### config.mk
export PLATFORM = sky130hd
export DESIGN_NAME = usb_crc16_tx_ctrl
export DESIGN_NICKNAME = d
export VERILOG_FILES = /design/src/rtl/usb_crc16_tx_ctrl.sv
export SDC_FILE = /design/constraint.sdc
export NUM_CORES = 1
export LEC_CHECK = 0
export ABC_AREA = 1
export ABC_CLOCK_PERIOD_IN_PS = 2600
export CAP_MARGIN = 20
export CORE_ASPECT_RATIO = 0.75
export CORE_MARGIN = 8
export CORE_UTILIZATION = 50
export CTS_BUF_LIST = sky130_fd_sc_hd__clkbuf_16
export DETAILED_ROUTE_END_ITERATION = 8
export HOLD_SLACK_MARGIN = 0.15
export PLACE_DENSITY = 0.72
export REMOVE_ABC_BUFFERS = 1
export SETUP_SLACK_MARGIN = 0.5
export SLEW_MARGIN = 0
export SYNTH_ARGS = -nofsm -noshare
export SYNTH_HDL_FRONTEND = slang
export SYNTH_SLANG_ARGS = --single-unit
export TNS_END_PERCENT = 1
### constraint.sdc
create_clock -name clk -period 2.6 [get_ports clk]
set_clock_uncertainty 0.2 [all_clocks]
set_input_delay 0.52 -clock clk [delete_from_list [all_inputs] [get_ports clk]]
set_output_delay 0.52 -clock clk [all_outputs]
set_load 0.01 [all_outputs]
### src/rtl/usb_crc16_tx_ctrl.sv
// ---------------------------------------------------------------------------
// usb_crc16_tx_ctrl
//
// This block serialises a packet of bytes, sending each byte LSB first. It
// then appends the CRC-16/USB of the payload, low CRC byte first, and
// signals end of packet with a one-cycle pulse.
//
// Serial activity advances only in cycles where the bit_en strobe is 1. At a
// byte boundary the next byte must already be waiting. If it is missing, the
// block flags an underrun and drops the packet.
//
// Optional feature:
//   When CRC16_CHECK_EN is defined, the block adds a loopback CRC checker.
//   The checker runs the same CRC over a received bit stream. At rx_eop it
//   reports whether the residue matches the CRC-16/USB good-packet value.
//
// Ports:
//   clk        in   rising-edge clock
//   rst_n      in   asynchronous active-low reset
//   bit_en     in   bit-rate strobe; serial state advances only when 1
//   in_data    in   [7:0] payload byte
//   in_valid   in   in_data valid
//   in_last    in   in_data is the final payload byte
//   in_ready   out  byte accepted this cycle when in_valid is also 1
//   abort      in   synchronous abort of the packet in flight
//   rx_bit     in   (CRC16_CHECK_EN) received serial bit
//   rx_valid   in   (CRC16_CHECK_EN) rx_bit is new this cycle
//   rx_eop     in   (CRC16_CHECK_EN) end of received packet
//   crc_ok     out  (CRC16_CHECK_EN) 1-cycle pulse: residue good
//   crc_err    out  (CRC16_CHECK_EN) 1-cycle pulse: residue bad
//   tx_bit     out  serial data bit, registered
//   tx_valid   out  tx_bit is new this cycle, registered
//   tx_eop     out  1-cycle pulse after the final CRC bit
//   underrun   out  1-cycle pulse when the next byte is missing at a boundary
//   busy       out  state is not IDLE
// ---------------------------------------------------------------------------
module usb_crc16_tx_ctrl (
    input  logic       clk,
    input  logic       rst_n,
    input  logic       bit_en,
    input  logic [7:0] in_data,
    input  logic       in_valid,
    input  logic       in_last,
    output logic       in_ready,
    input  logic       abort,
`ifdef CRC16_CHECK_EN
    input  logic       rx_bit,
    input  logic       rx_valid,
    input  logic       rx_eop,
    output logic       crc_ok,
    output logic       crc_err,
`endif
    output logic       tx_bit,
    output logic       tx_valid,
    output logic       tx_eop,
    output logic       underrun,
    output logic       busy
);

    typedef enum logic [1:0] {
        IDLE = 2'd0,
        DATA = 2'd1,
        CRC  = 2'd2
    } state_t;

    // One step of the reflected CRC-16/USB register (poly 0x8005 -> 0xA001).
    function automatic logic [15:0] crc_step(input logic [15:0] cur, input logic din);
        return (cur >> 1) ^ (((cur[0] ^ din) != 1'b0) ? 16'hA001 : 16'h0000);
    endfunction

    state_t      state_q, state_d;
    logic [7:0]  sh_q, sh_d;
    logic        last_q, last_d;
    logic [15:0] r_q, r_d;
    logic [2:0]  cnt_q, cnt_d;
    logic [15:0] c_q, c_d;
    // Bit 4 set means all 16 CRC bits are out and tx_eop is due next edge.
    logic [4:0]  crc_cnt_q, crc_cnt_d;
    logic        tx_bit_d, tx_valid_d, tx_eop_d, underrun_d;
    logic [15:0] r_bit;

    assign busy  = (state_q != IDLE);
    assign r_bit = crc_step(r_q, sh_q[0]);

    // NOTE: every signal written here gets a default first, so no path leaves
    // one unassigned and no latch is inferred.
    always_comb begin
        state_d    = state_q;
        sh_d       = sh_q;
        last_d     = last_q;
        r_d        = r_q;
        cnt_d      = cnt_q;
        c_d        = c_q;
        crc_cnt_d  = crc_cnt_q;
        tx_bit_d   = tx_bit;
        tx_valid_d = 1'b0;
        tx_eop_d   = 1'b0;
        underrun_d = 1'b0;
        in_ready   = 1'b0;

        case (state_q)
            IDLE: begin
                in_ready = 1'b1;
                if (in_valid) begin
                    sh_d    = in_data;
                    last_d  = in_last;
                    r_d     = 16'hFFFF;
                    cnt_d   = 3'd0;
                    state_d = DATA;
                end
            end

            DATA: begin
                if (bit_en) begin
                    tx_bit_d   = sh_q[0];
                    tx_valid_d = 1'b1;
                    r_d        = r_bit;
                    sh_d       = {1'b0, sh_q[7:1]};
                    cnt_d      = cnt_q + 3'd1;
                    if (cnt_q == 3'd7) begin
                        if (last_q) begin
                            // The CRC covers the bit sent in this same cycle.
                            state_d   = CRC;
                            c_d       = ~r_bit;
                            crc_cnt_d = 5'd0;
                        end else begin
                            // Next byte loads on the boundary with no bit gap.
                            in_ready = 1'b1;
                            if (in_valid) begin
                                sh_d   = in_data;
                                last_d = in_last;
                            end else begin
                                underrun_d = 1'b1;
                                state_d    = IDLE;
                            end
                        end
                    end
                end
            end

            CRC: begin
                if (crc_cnt_q[4]) begin
                    tx_eop_d = 1'b1;
                    state_d  = IDLE;
                end else if (bit_en) begin
                    tx_bit_d   = c_q[0];
                    tx_valid_d = 1'b1;
                    c_d        = {1'b0, c_q[15:1]};
                    crc_cnt_d  = crc_cnt_q + 5'd1;
                end
            end

            default: state_d = IDLE;
        endcase

        // Abort wins over everything, including a byte load in the same cycle.
        if (abort) begin
            state_d    = IDLE;
            sh_d       = 8'h00;
            last_d     = 1'b0;
            r_d        = 16'hFFFF;
            cnt_d      = 3'd0;
            c_d        = 16'h0000;
            crc_cnt_d  = 5'd0;
            tx_bit_d   = 1'b0;
            tx_valid_d = 1'b0;
            tx_eop_d   = 1'b0;
            underrun_d = 1'b0;
        end
    end

    // NOTE: sequential state uses non-blocking assignments so every register
    // samples the pre-edge values, independent of statement order.
    always_ff @(posedge clk or negedge rst_n) begin
        if (!rst_n) begin
            state_q   <= IDLE;
            sh_q      <= 8'h00;
            last_q    <= 1'b0;
            r_q       <= 16'hFFFF;
            cnt_q     <= 3'd0;
            c_q       <= 16'h0000;
            crc_cnt_q <= 5'd0;
            tx_bit    <= 1'b0;
            tx_valid  <= 1'b0;
            tx_eop    <= 1'b0;
            underrun  <= 1'b0;
        end else begin
            state_q   <= state_d;
            sh_q      <= sh_d;
            last_q    <= last_d;
            r_q       <= r_d;
            cnt_q     <= cnt_d;
            c_q       <= c_d;
            crc_cnt_q <= crc_cnt_d;
            tx_bit    <= tx_bit_d;
            tx_valid  <= tx_valid_d;
            tx_eop    <= tx_eop_d;
            underrun  <= underrun_d;
        end
    end

`ifdef CRC16_CHECK_EN
    // Loopback checker. chk_fresh_q marks that the next rx_valid starts a new
    // packet, so the register restarts from 0xFFFF on that bit.
    logic [15:0] chk_q;
    logic        chk_fresh_q;

    always_ff @(posedge clk or negedge rst_n) begin
        if (!rst_n) begin
            chk_q       <= 16'hFFFF;
            chk_fresh_q <= 1'b1;
            crc_ok      <= 1'b0;
            crc_err     <= 1'b0;
        end else begin
            crc_ok  <= rx_eop && (chk_q == 16'hB001);
            crc_err <= rx_eop && (chk_q != 16'hB001);
            if (rx_valid) begin
                chk_q <= crc_step(chk_fresh_q ? 16'hFFFF : chk_q, rx_bit);
            end
            if (rx_eop || (state_q == IDLE)) begin
                chk_fresh_q <= 1'b1;
            end else if (rx_valid) begin
                chk_fresh_q <= 1'b0;
            end
        end
    end
`endif

endmodule

==> results of run 1 <==
==> flip-flops by register name, indices dropped and copies added (netlist names) <==
| signal | flops |
|---|---|
| sh_q | 8 |
| underrun | 1 |
| crc_cnt_q | 5 |
| tx_eop | 1 |
| r_q | 16 |
| tx_bit | 1 |
| state_q | 2 |
| cnt_q | 3 |
| last_q | 1 |
| c_q | 16 |
| tx_valid | 1 |
==> worst paths after layout <==
check                            from          to  slack, ns  depth (start not counted)
max reg2reg                state_q[1]      r_q[4]       0.58                         12
min reg2reg                    r_q[8]      r_q[8]       0.28                          2
max                        state_q[0]        busy       0.52                          4
min                            r_q[8]      r_q[8]       0.28                          2
max in group asynchronous       rst_n     r_q[15]       0.93                          3
min in group asynchronous       rst_n  state_q[0]       0.56                          2
==> layout make-up <==
cell class              instances  area (sq um)  area share, %
clock buffers                   5         125.1          3.654
flip-flops and latches         55          1396          40.77
well taps                      75         93.84          2.740
inverters                      25         98.84          2.886
repair buffers                 42         391.6          11.44
clock inverters                 3         18.77         0.5480
multi-input cells             269          1300          37.96
==> critical path: cells and delay by family, from the launching register on <==
kind	cells	cell delay (ns)
buffers and inverters	3	0.48
DFF	1	0.42
adders and majority gates	1	0.17
==> power by group through the flow <==
stage	logic [uW]	clock network, uW	registers, uW
2_1_floorplan	793	0	1360
3_3_place_gp	1160	0	1400
5_1_grt	1540	720	1430
6_report	1370	672	1400
4_1_cts	1210	681	1390
3_5_place_dp	1200	0	1410
==> synthesized netlist by cell type <==
| master | count | area [sq um] |
|---|---|---|
| o21ai_1 | 3 | 15.01 |
| a22oi_1 | 1 | 7.510 |
| nand3_2 | 2 | 20.02 |
| inv_2 | 5 | 18.77 |
| nand2_1 | 162 | 608.1 |
| nor2_1 | 11 | 41.29 |
| buf_2 | 4 | 20.02 |
| nand3_1 | 25 | 125.1 |
| dfstp_2 | 16 | 420.4 |
| clkbuf_2 | 1 | 5.000 |
| buf_4 | 1 | 7.510 |
| inv_4 | 1 | 6.260 |
| nand2_4 | 1 | 11.26 |
| a21oi_1 | 5 | 25.02 |
| nand2_2 | 4 | 25.02 |
| clkbuf_1 | 3 | 11.26 |
| buf_6 | 4 | 45.04 |
| o21ai_2 | 1 | 8.760 |
| nor2_4 | 3 | 33.78 |
| o21ai_0 | 30 | 150.1 |
| a31oi_1 | 1 | 6.260 |
| ha_1 | 6 | 75.07 |
| nand4_1 | 6 | 37.54 |
| nor2_2 | 3 | 18.77 |
| nor3_1 | 3 | 15.01 |
| inv_1 | 19 | 71.32 |
| mux2i_1 | 1 | 10.01 |
| xnor2_1 | 1 | 8.760 |
| dfrtp_1 | 39 | 975.9 |
==> stage by stage <==
stage	utilization [%]	instance area, sq um	hold WS (ns)
after CTS	60.89	3294	0.2762
after detailed placement	57.75	3124	0.2644
after floorplan	-	2735	0.02441
final	63.30	3425	0.2765
after global routing	63.30	3425	0.2940
after global placement	57.75	3124	0.2578
==> repair_timing <==
| item | CTS | global route |
|---|---|---|
| pin swaps | 1 | 1 |
| cloned | 0 | 1 |
| buffers inserted | 2 | 6 |
| endpoints found under the hold margin | 14 | 0 |
| resized for setup | 4 | 17 |
| setup endpoints to repair | 45 | 47 |
| hold buffers | 1 | 0 |
==> layer usage <==
| layer | wire [microns] | part of all wire (%) |
|---|---|---|
| met3 | 283 | 4.2 |
| met5 | 0 | 0 |
| met2 | 3113 | 47 |
| met1 | 3222 | 48 |
| met4 | 64 | 0.96 |
==> logic make-up after synthesis <==
group	share of synthesized area, %
flip-flops	49.45
buffers and inverters	6.557
XOR/XNOR	0.3102
AO/OA/AOI/OAI	7.532
multiplexers	0.3545
adder cells (fa/ha/maj)	2.658
AND/OR/NAND/NOR	33.14
==> tab_implementation.tex, run 1 <==
\begin{tabular}{lr}
\hline
Metric & Value \\
\hline
\multicolumn{2}{l}{\textbf{Pwr}} \\
\quad Portion of total power attributed to combinational logic & between 30 and 40\% \\
\quad Share of power burned in registers & roughly 41\% \\
\quad Fraction of power consumed by the clock network & between 10\% and 20\% \\
\quad Power dissipated by switching net loads & $\sim$1300 uW \\
\quad Pwr per Cell Area & $\sim$1000 mW/mm\^{}2 \\
\quad Leakage dissipation & approximately 0.0017 uW \\
\quad Internal power summed over all cells & roughly 2100 uW \\
\quad Switch share & 38.77\% \\
\quad Sum of internal, switching and leakage power & around 3400 uW \\
\quad Max rail drop VDD & 0.0005054 V \\
\multicolumn{2}{l}{\textbf{Placed design}} \\
\quad Port bufs & 19 \\
\quad Post-placement worst setup slack & around 0.12 ns \\
\quad Half-perimeter wire length after placement & about 4.5 mm \\
\quad Dpl cells & $\sim$460 \\
\quad Final weighted congestion in routability-driven placement & $\sim$0.86 \\
\multicolumn{2}{l}{\textbf{Worst setup path}} \\
\quad Worst setup SP type & register \\
\quad Critical path's most frequent cell & inv\_1 \\
\quad Cell with the largest stage delay on the worst path & dfrtp\_1 \\
\quad Arrival time at the worst endpoint & around 1.4 ns \\
\quad Worst-path fanout max & 3 \\
\quad Critical path start-end classification & register to output port \\
\quad Critical path cell sequence & inv\_1 -> ha\_4 -> inv\_1 -> dlygate4sd2\_1 \\
\quad Stage delay of the slowest cell on the critical path & $\sim$0.42 ns \\
\quad Capturing element type of the critical path & output port \\
\quad Required @ worst endpoint & roughly 1.9 ns \\
\multicolumn{2}{l}{\textbf{Layout}} \\
\quad Total of fill cells in the finished design & approximately 500 \\
\quad Most common cell after layout, fill and taps aside & nand2\_1 \\
\quad Net count of the finished layout & between 400 and 500 \\
\quad Final cell count without fillers & 474 \\
\quad Synthesis-to-finish area growth & 21.27\% \\
\quad Ant. Diodes & 0 \\
\quad Fraction of final layout cells sized beyond drive strength 1 & between 10\% and 20\% \\
\quad Most frequent cells in the layout & 161 x nand2\_1, 39 x dfrtp\_1, 30 x o21ai\_0 \\
\multicolumn{2}{l}{\textbf{Global routing}} \\
\quad Antenna violations before repair & 0 \\
\quad Global routing usage on met2 & approximately a quarter \\
\quad Via count of the first global-routing pass & roughly 2300 \\
\quad Met3 layer usage reported by global route & 2.733\% \\
\quad GR peak layer & met2 \\
\quad Grt met1 use & 23.25\% \\
\quad Wire length of the first global-routing pass & roughly 11 mm \\
\quad Total Routing Usage GR & $\sim$17\% \\
\quad Largest net degree at the start of global routing & 28 \\
\quad Total overflow reported by the global router & 0 \\
\multicolumn{2}{l}{\textbf{Die}} \\
\quad Initial core utilization & $\sim$52\% \\
\quad Core region area & 0.005410 sq mm \\
\quad Die footprint & $\sim$0.0083 sq mm \\
\quad Die Y & about 81 microns \\
\quad Boundary Pins & 20 \\
\quad Row count & 23 \\
\quad Die Wd & 102.8 microns \\
\multicolumn{2}{l}{\textbf{Detailed routing}} \\
\quad DRC errors left & 0 \\
\quad Routed wire length per instance & 14.10 microns \\
\quad Residual antenna-violating net count after detailed routing & 0 \\
\quad Final WL & 6.683 mm \\
\quad Count of vias placed by the detailed router & roughly 2500 \\
\quad First-iteration detailed-routing DRC count & about 170 \\
\quad Vias per cell & 5.169 \\
\quad Number of detailed-routing iterations run before antenna repair & 5 \\
\multicolumn{2}{l}{\textbf{Synthesis}} \\
\quad Distinct cell type count after synthesis & 29 \\
\quad Synth Warn \# & 0 \\
\quad Synthesized area per cell & 7.801 sq um \\
\quad Gate count after technology mapping & $\sim$360 \\
\quad Synthesized flop and latch total & 55 \\
\quad Sequential element share of the synthesized area & between 40 and 50\% \\
\quad Netlist area before placement & 0.002824 sq mm \\
\multicolumn{2}{l}{\textbf{CTS}} \\
\quad Root buffer selected by CTS & clkbuf\_16 \\
\quad Bufs on Longest Clock Path & 2 \\
\quad Latest clock arrival within the worst-skew pair & slightly below 0.3 ns \\
\quad Clock H-tree levels & 2 \\
\quad TritonCTS clock tree & done \\
\quad Total clock buffers created by CTS & 5 \\
\quad Clock tree sinks & 55 \\
\quad Clock Pin Slew Worst Setup and Hold Paths & about 0.07 ns \\
\multicolumn{2}{l}{\textbf{Timing}} \\
\quad Worst Max-Slew Pin Slew & 0.5335 ns \\
\quad Hold Vio Cnt, Final & 0 \\
\quad Worst slew margin relative to its limit & 64.43\% \\
\quad Worst Slack Setup Final & $\sim$0.52 ns \\
\quad Tcrit/Tclk final & 79.94\% \\
\quad Fmax achieved & a little under 500 MHz \\
\quad RSZ-0062 raised after global routing & true \\
\quad Count of pins over their slew limit & 0 \\
\quad Sum of negative setup slack & 0 ns \\
\quad Final number of setup-violating endpoints & 0 \\
\quad Fin crit period & $\sim$2.1 ns \\
\multicolumn{2}{l}{\textbf{Run status}} \\
\quad Outcome & finished clean \\
\multicolumn{2}{l}{\textbf{Job}} \\
\quad Max-cap violations & 0 \\
\multicolumn{2}{l}{\textbf{Min path}} \\
\quad Hold Path Class & register to register \\
\hline
\end{tabular}
(Power assumes the default switching activity.)
==> run 2, diff against run 1 <==
--- a/config.mk
+++ b/config.mk
@@ -6,7 +6,7 @@
 export NUM_CORES = 1
 export LEC_CHECK = 0
 export ABC_AREA = 1
-export ABC_CLOCK_PERIOD_IN_PS = 2600
+export ABC_CLOCK_PERIOD_IN_PS = 1760
 export CAP_MARGIN = 20
 export CORE_ASPECT_RATIO = 0.75
 export CORE_MARGIN = 8
@@ -14,7 +14,7 @@
 export CTS_BUF_LIST = sky130_fd_sc_hd__clkbuf_16
 export DETAILED_ROUTE_END_ITERATION = 8
 export HOLD_SLACK_MARGIN = 0.15
-export PLACE_DENSITY = 0.72
+export PLACE_DENSITY = 0.74
 export REMOVE_ABC_BUFFERS = 1
 export SETUP_SLACK_MARGIN = 0.5
 export SLEW_MARGIN = 0
==> constraint.sdc (replaced) <==
create_clock -name clk -period 1.76 [get_ports clk]
set_clock_uncertainty 0.2 [all_clocks]
set_input_delay 0.352 -clock clk [delete_from_list [all_inputs] [get_ports clk]]
set_output_delay 0.352 -clock clk [all_outputs]
set_load 0.01 [all_outputs]
==> tab_implementation.tex, run 2 (synthesis results as in run 1) <==
\begin{tabular}{lr}
\hline
Metric & Value \\
\hline
\multicolumn{2}{l}{\textbf{Run status}} \\
\quad Outcome & finished with violations \\
\quad Violations in the final reports & negative hold slack, negative setup slack \\
\multicolumn{2}{l}{\textbf{Timing}} \\
\quad Fmax achieved & 529.0 MHz \\
\quad Sum of negative setup slack & -3.155 ns \\
\quad Worst Max-Slew Pin Slew & roughly 0.38 ns \\
\quad Count of pins over their slew limit & 0 \\
\quad Hold WS & -0.2342 ns \\
\quad Worst Slack Setup Final & -0.1303 ns \\
\quad Fin crit period & 1.890 ns \\
\quad RSZ-0062 raised after global routing & true \\
\quad Worst slew margin relative to its limit & approximately 75\% \\
\quad Final number of setup-violating endpoints & 51 \\
\quad Hold Vio Cnt, Final & 13 \\
\quad Tcrit/Tclk final & 107.4\% \\
\multicolumn{2}{l}{\textbf{Die}} \\
\quad Core region area & 0.005410 sq mm \\
\quad Boundary Pins & 20 \\
\quad Die Wd & around 100 microns \\
\quad Initial core utilization & between 50\% and 60\% \\
\quad Die Y & about 81 microns \\
\quad Row count & 23 \\
\quad Die footprint & between 0.008 and 0.009 sq mm \\
\multicolumn{2}{l}{\textbf{CTS}} \\
\quad Clock tree sinks & 55 \\
\quad Clock Pin Slew Worst Setup and Hold Paths & $\sim$0.07 ns \\
\quad Total clock buffers created by CTS & 5 \\
\quad TritonCTS clock tree & done \\
\quad Clock H-tree levels & 2 \\
\quad Latest clock arrival within the worst-skew pair & approximately 0.29 ns \\
\quad Root buffer selected by CTS & clkbuf\_16 \\
\quad Bufs on Longest Clock Path & 2 \\
\multicolumn{2}{l}{\textbf{Worst setup path}} \\
\quad Critical path cell sequence & ha\_2 -> ha\_4 -> nand4\_1 -> nand2\_1 -> buf\_2 \\
\quad Stage delay of the slowest cell on the critical path & 0.40 ns \\
\quad Arrival time at the worst endpoint & between 1 and 1.5 ns \\
\quad Required @ worst endpoint & around 1.2 ns \\
\quad Critical path start-end classification & register to output port \\
\quad Capturing element type of the critical path & output port \\
\quad Worst path bufs/invs & 1 \\
\quad Cell with the largest stage delay on the worst path & dfrtp\_1 \\
\quad Top delay family on crit path & flip-flops \\
\quad Worst-path fanout max & 2 \\
\quad Worst setup SP type & register \\
\multicolumn{2}{l}{\textbf{Layout}} \\
\quad Synthesis-to-finish area growth & 36.38\% \\
\quad Net count of the finished layout & roughly 450 \\
\quad Leading registers by flop count & c\_q (16), r\_q (16), sh\_q (8) \\
\quad Fraction of final layout cells sized beyond drive strength 1 & 31.07\% \\
\quad Total of fill cells in the finished design & about 400 \\
\quad Most common cell after layout, fill and taps aside & nand2\_1 \\
\quad Ant. Diodes & 0 \\
\quad Most frequent cells in the layout & 146 x nand2\_1, 39 x dfrtp\_1, 37 x buf\_4 \\
\multicolumn{2}{l}{\textbf{Pwr}} \\
\quad Power dissipated by switching net loads & roughly 2200 uW \\
\quad Switch share & about two fifths \\
\quad Internal power summed over all cells & roughly 3500 uW \\
\quad Leakage dissipation & around 0.0019 uW \\
\quad Sum of internal, switching and leakage power & 5714 uW \\
\quad Share of power burned in registers & a little under two fifths \\
\quad Portion of total power attributed to combinational logic & between 40\% and 50\% \\
\quad Pwr per Cell Area & between 1000 and 1500 mW/mm\^{}2 \\
\quad Fraction of power consumed by the clock network & about 17\% \\
\quad Max rail drop VDD & slightly below 0.0008 V \\
\multicolumn{2}{l}{\textbf{Detailed routing}} \\
\quad Residual antenna-violating net count after detailed routing & 0 \\
\quad Number of detailed-routing iterations run before antenna repair & 4 \\
\quad First-iteration detailed-routing DRC count & around 190 \\
\quad Routed wire length per instance & about 15 microns \\
\quad Vias per cell & between 5 and 6 \\
\quad Final WL & 7.546 mm \\
\quad DRC errors left & 0 \\
\quad Count of vias placed by the detailed router & 2657 \\
\multicolumn{2}{l}{\textbf{Global routing}} \\
\quad Largest net degree at the start of global routing & 43 \\
\quad Via count of the first global-routing pass & 2484 \\
\quad Total Routing Usage GR & a little under a fifth \\
\quad Wire length of the first global-routing pass & around 12 mm \\
\quad Total overflow reported by the global router & 0 \\
\quad Antenna violations before repair & 0 \\
\multicolumn{2}{l}{\textbf{Placed design}} \\
\quad Final weighted congestion in routability-driven placement & about 0.9 \\
\quad Port bufs & 19 \\
\quad Half-perimeter wire length after placement & between 4 and 5 mm \\
\multicolumn{2}{l}{\textbf{Job}} \\
\quad Max-cap violations & 0 \\
\multicolumn{2}{l}{\textbf{Min path}} \\
\quad Hold Path Class & input pin to async pin \\
\hline
\end{tabular}
run 2: cell type report:
type | instances | area [sq um] | share of cell area [%]
Tap cell | 75 | 93.84 | 2.437
Timing Repair Buffer | 71 | 704.4 | 18.29
Clock inverter | 3 | 17.52 | 0.4548
Multi-Input combinational cell | 269 | 1405 | 36.48
Sequential cell | 55 | 1396 | 36.26
Inverter | 25 | 108.9 | 2.827
Clock buffer | 5 | 125.1 | 3.249
run 2: repair_timing:
action	in CTS	in global routing
endpoints found under the setup margin	61	61
pin swaps	10	16
gates cloned	1	2
gates resized for setup	54	31
buffers inserted	2	3
endpoints found under the hold margin	33	13
run 2: path summary, 6_finish.rpt:
kind	cells after the start	to	slack [ns]	startpoint
min reg2reg	2	r_q[10]	0.27	r_q[10]
min in group clk	2	r_q[10]	0.27	r_q[10]
max	5	in_ready	-0.13	cnt_q[1]
max in group asynchronous	2	r_q[3]	0.98	rst_n
max reg2reg	10	c_q[14]	-0.11	state_q[0]
min	1	sh_q[4]	-0.23	rst_n
run 2: layer usage:
metal  part of all wire [%]  track usage [%]
met1                     44            24.86
met2                     49            29.30
met3                    4.9            2.904
met4                    1.8            5.612
met5                      0                0
run 2: power groups by stage:
stage          Clock (uW)  Combinational [uW]  Sequential [uW]
2_1_floorplan           0                1170             2000
3_3_place_gp            0                2000             2060
3_5_place_dp            0                2060             2070
4_1_cts               975                2310             2070
5_1_grt              1030                2910             2150
6_report              968                2650             2100
run 2: stage by stage:
stage / area, sq um / utilization (%) / instances / hold WS [ns] / worst slack [ns]
after floorplan: 2735 / - / 349 / -0.1436 / -0.3005
after global placement: 3407 / 62.97 / 487 / 0.08446 / -0.3869
after detailed placement: 3407 / 62.97 / 487 / 0.08703 / -0.3789
after CTS: 3696 / 68.32 / 498 / -0.2233 / -0.1091
after global routing: 3851 / 71.18 / 503 / -0.2114 / -0.2113
final: 3851 / 71.18 / 503 / -0.2342 / -0.1303
